**config.mk**
```make
export PLATFORM = sky130hd
export DESIGN_NAME = vga_driver
export DESIGN_NICKNAME = d
export VERILOG_FILES = /design/src/rtl/vga_driver.sv
export SDC_FILE = /design/constraint.sdc
export NUM_CORES = 1
export LEC_CHECK = 0
export ABC_CLOCK_PERIOD_IN_PS = 2300
export BUFFER_PORTS_ARGS = -buffer_cell sky130_fd_sc_hd__buf_2
export CAP_MARGIN = 30
export CORE_MARGIN = 8
export CORE_UTILIZATION = 47
export DETAILED_ROUTE_END_ITERATION = 16
export GPL_TIMING_DRIVEN = 1
export PLACE_DENSITY = 0.77
export SLEW_MARGIN = 20
export SYNTH_ARGS = -nofsm -noshare
export SYNTH_HDL_FRONTEND = slang
export SYNTH_SLANG_ARGS = --single-unit
```
**constraint.sdc**
```tcl
create_clock -name clk_25 -period 2.3 [get_ports clk_25]
set_clock_uncertainty 0.2 [all_clocks]
set_input_delay 0.345 -clock clk_25 [delete_from_list [all_inputs] [get_ports clk_25]]
set_output_delay 0.345 -clock clk_25 [all_outputs]
set_load 0.02 [all_outputs]
```
**src/rtl/vga_driver.sv**
```systemverilog
// 640x480@60 VGA timing generator: sync pulses, coordinate requests,
// colour blanking and a per-frame tick with an 8-bit frame counter.
module vga_driver #(
  parameter int H_SYNC  = 96,
  parameter int H_BACK  = 48,
  parameter int H_DISP  = 640,
  parameter int H_FRONT = 16,
  parameter int H_TOTAL = 800,
  parameter int V_SYNC  = 2,
  parameter int V_BACK  = 33,
  parameter int V_DISP  = 480,
  parameter int V_FRONT = 10,
  parameter int V_TOTAL = 525
) (
  input  logic        clk_25,
  input  logic        rst,
  input  logic [11:0] pixel_data,
  output logic [9:0]  pixel_xpos,
  output logic [9:0]  pixel_ypos,
  output logic        data_req,
  output logic        vga_hs,
  output logic        vga_vs,
  output logic        vga_en,
  output logic [11:0] vga_rgb,
  output logic        frame_tick,
  output logic [7:0]  frame_cnt
);

  localparam logic [9:0] L_H_SYNC = 10'(H_SYNC);
  localparam logic [9:0] L_V_SYNC = 10'(V_SYNC);
  localparam logic [9:0] L_H_LAST = 10'(H_TOTAL - 1);
  localparam logic [9:0] L_V_LAST = 10'(V_TOTAL - 1);
  localparam logic [9:0] L_HS     = 10'(H_SYNC + H_BACK);
  localparam logic [9:0] L_HE     = 10'(H_SYNC + H_BACK + H_DISP);
  localparam logic [9:0] L_RS     = 10'(H_SYNC + H_BACK - 1);
  localparam logic [9:0] L_RE     = 10'(H_SYNC + H_BACK + H_DISP - 1);
  localparam logic [9:0] L_VS     = 10'(V_SYNC + V_BACK);
  localparam logic [9:0] L_VE     = 10'(V_SYNC + V_BACK + V_DISP);

  logic [9:0] r_cnt_h;
  logic [9:0] r_cnt_v;
  logic       r_frame_tick;
  logic [7:0] r_frame_cnt;

  logic w_h_end;
  logic w_v_end;
  logic w_v_act;
  logic w_h_act;
  logic w_h_req;
  logic w_req;
  logic w_en;

  assign w_h_end = (r_cnt_h == L_H_LAST);
  assign w_v_end = (r_cnt_v == L_V_LAST);

  always_ff @(posedge clk_25) begin
    if (rst) begin
      r_cnt_h      <= '0;
      r_cnt_v      <= '0;
      r_frame_tick <= 1'b0;
      r_frame_cnt  <= '0;
    end else begin
      r_frame_tick <= 1'b0;
      if (w_h_end) begin
        r_cnt_h <= '0;
        if (w_v_end) begin
          r_cnt_v      <= '0;
          r_frame_tick <= 1'b1;
          r_frame_cnt  <= r_frame_cnt + 8'd1;
        end else begin
          r_cnt_v <= r_cnt_v + 10'd1;
        end
      end else begin
        r_cnt_h <= r_cnt_h + 10'd1;
      end
    end
  end

  assign w_v_act = (r_cnt_v >= L_VS) && (r_cnt_v < L_VE);
  assign w_h_act = (r_cnt_h >= L_HS) && (r_cnt_h < L_HE);
  // Request window runs one clock ahead to cover the colour-stage register
  assign w_h_req = (r_cnt_h >= L_RS) && (r_cnt_h < L_RE);
  assign w_req   = w_v_act && w_h_req;
  assign w_en    = w_v_act && w_h_act;

  assign vga_hs     = (r_cnt_h >= L_H_SYNC);
  assign vga_vs     = (r_cnt_v >= L_V_SYNC);
  assign vga_en     = w_en;
  assign data_req   = w_req;
  assign pixel_xpos = w_req ? (r_cnt_h - L_RS) : 10'd0;
  assign pixel_ypos = w_v_act ? (r_cnt_v - L_VS) : 10'd0;
  assign vga_rgb    = w_en ? pixel_data : 12'h000;
  assign frame_tick = r_frame_tick;
  assign frame_cnt  = r_frame_cnt;

endmodule

```
==> impl_results.md <==
- # IOs: 59
- Fin. Hold Viols: 0
- Largest net degree at the start of global routing: 22
- Antenna violation net count after detailed routing: 0
- Fin crit share: 1.17
- CP Data Arrival Time: 2.14 ns
- Critical-path top delay cell: or4_4
- Flops & latches, synth: 29
- Gr usage total: 0.197
- Place WS: -0.111 ns
- Relative slew slack: 0.727
- Reg area: 586 um^2
- MaxCap Viol Count: 0
- RSZ-0062 raised after global routing: true
- Gpl congestion: 0.890
- Row count: 23
- CTS tree: yes
- Clock Tree Root: clkbuf_8
- I/O Buffers: 58
- Die Y: 80.6 um
- Setup CP Type: reg2out
- CTS Sinks: 29
- Total CTS buffers: 5
- Full die area: 6490 um^2
- WHS Path Cells: 1
- # setup viols final: 33
- PD cells: 300 nW/um^2
- Post-synthesis sequential area ratio: 0.296
- Vias in the first global route: 2172
- Drt drc: 0
- Failing checks: negative setup slack
- Most frequent cells in the layout: 46 x buf_4, 36 x buf_6, 25 x dfxtp_1, 25 x buf_2, 17 x a21oi_1
- WL final: 6470 um
- Fraction of layout cells with a size suffix above 1: 0.504
- CTS clock-pin slew for the worst setup and hold paths: 0.06 ns
- Routed vias: 2242
- Layout filler cell count: 254
- # diodes: 0
- Final non-filler cell total: 393
- Syn Nets: 270
- Worst path required time: 1.75 ns
- Initial core utilization: 0.490
- Worst hold path class: reg2reg
- Gate Count Post-Synth: 250
- CP Launch Type: flip-flop
- Nets: 363
- Synthesis Warnings: 0
- H-tree depth: 2
- Mean Syn Cell Area: 7.84 um^2
- Mapped cell area: 1960 um^2
- Post-synth top flop: dfxtp_1
- Hold_buf cts: 0
- Crit path max fanout: 6
- Clock Tree Buf Depth: 2
- Number of synthesized flops with an enable pin: 0
- Synth-to-Final Area Change: 66.7%
- R2R cell count: 4
- Worst slew pin tran: 0.407 ns
- WL/cell: 16.5 um
- Die W: 80.6 um
- Fmax: 372 MHz
- Status: complete, but fails checks
- Async set-reset flop share out of synthesis: 0
- Area of the core: 4000 um^2
- Overflow after GRT: 0
- Crit path cell chain: ha_4 -> or4_4 -> nor4_4 -> nor2_4 -> buf_12 -> nor3_4 -> buf_6
- Critical path's largest stage delay: 0.44 ns
- Leak: 1.42 nW
- Skew-Pair Late Insertion Delay: 0.28 ns
- Worst VDD drop: 0.380 mV
- Fin. max-slew vios: 0
- Commonest non-fill, non-tap cell in the layout: buf_4
- Worst setup margin: -0.387 ns
- Post-synth cell types: 47
- Post-detail-place hpwl: 4490 um
- Placed cell count: 380
- Crit path capture type: output pin
- Crit path time final: 2.69 ns
- Initial antenna violation count: 0
- First-pass GRT wire length: 10300 um
- Pre-Repair DR Iteration Count: 4
- Area of the multi-input gates: 1570 um^2
- Vias per cell: 5.70
- Initial DRC Count: 86
synthesized netlist by cell type (5+ instances only):
| master | number | share of area |
|---|---|---|
| nor2_1 | 14 | 0.027 |
| nor4_1 | 5 | 0.016 |
| a21oi_1 | 19 | 0.049 |
| xor2_1 | 6 | 0.027 |
| nand4_1 | 7 | 0.022 |
| xnor2_1 | 12 | 0.054 |
| buf_2 | 7 | 0.018 |
| nor3_1 | 21 | 0.054 |
| o31ai_1 | 8 | 0.031 |
| nand3_1 | 13 | 0.033 |
| and2_1 | 13 | 0.042 |
| dfxtp_1 | 29 | 0.30 |
| o21ai_0 | 8 | 0.020 |
| nand2_1 | 6 | 0.011 |
| inv_1 | 6 | 0.011 |
| ha_1 | 6 | 0.038 |
| or3_1 | 7 | 0.022 |
| or4_1 | 9 | 0.034 |
| clkbuf_1 | 14 | 0.027 |
area by class of cell:
| class | count | share of cell area |
|---|---|---|
| inverter | 6 | 0.00689 |
| timing repair buffer | 110 | 0.286 |
| multi-input combinational | 191 | 0.482 |
| tap | 50 | 0.0191 |
| sequential | 29 | 0.179 |
| clock buffer | 7 | 0.0264 |
sequential cells by signal, summed over array words and instances (netlist names):
register	flops
frame_tick	1
frame_cnt	8
r_cnt_v	10
r_cnt_h	10
power by group:
part,total (W),switching (W),internal (W)
clock,0.000421,0.000184,0.000237
combinational,0.0000478,0.0000246,0.0000232
sequential,0.000513,0.00000549,0.000508
what timing repair did:
action                     CTS  global route
gates cloned                 1             0
pin swaps                   13             7
buffers inserted             3             3
gates resized for setup     70            19
setup endpoints to repair   34            41
routing by layer:
| metal | vias up | share of wire | GRT usage |
|---|---|---|---|
| met4 | 0 | 0.0074 | 0.0473 |
| met1 | 1071 | 0.42 | 0.210 |
| li1 | 1093 | - | - |
| met2 | 72 | 0.50 | 0.366 |
| met3 | 6 | 0.074 | 0.0558 |
| met5 | - | 0 | 0 |
critical path, delay by kind of cell (launching register included):
kind          cells  cell delay [ns]
fa+ha+maj         1             0.16
buf+inv           2             0.31
flops             1             0.34
simple gates      4             1.06
path summary, 6_finish.rpt:
| kind | from | endpoint | slack [ns] |
|---|---|---|---|
| worst max register to register | r_cnt_h[6]$_SDFF_PP0_ | r_cnt_v[9]$_SDFFE_PP0N_ | 0.11 |
| worst min register to register | r_cnt_h[0]$_SDFF_PP0_ | r_cnt_h[0]$_SDFF_PP0_ | 0.27 |
| worst max-delay path | r_cnt_v[0]$_SDFFE_PP0N_ | pixel_xpos[5] | -0.39 |
| worst min-delay path | r_cnt_h[0]$_SDFF_PP0_ | r_cnt_h[0]$_SDFF_PP0_ | 0.27 |
cell families after synthesis:
group,share of synthesized area
AO/OA/AOI/OAI,0.171
XOR/XNOR,0.0805
adder cells (fa/ha/maj),0.0383
buffers and inverters,0.0664
flip-flops,0.296
AND/OR/NAND/NOR,0.348
stage by stage:
stage	hold WS, ns	TNS, ns	total power [W]	cell area (um^2)	utilization
global route	0.293	-14.12	0.00101	3270	0.817
detailed placement	0.259	-2.21	0.000570	2810	0.703
floorplan	0.217	-1.83	0.000546	2210	-
finish	0.266	-10.94	0.000982	3270	0.817
global placement	0.254	-0.783	0.000568	2810	0.703
CTS	0.267	-11.51	0.000992	3180	0.794
Power figures use the tool's default switching activity.
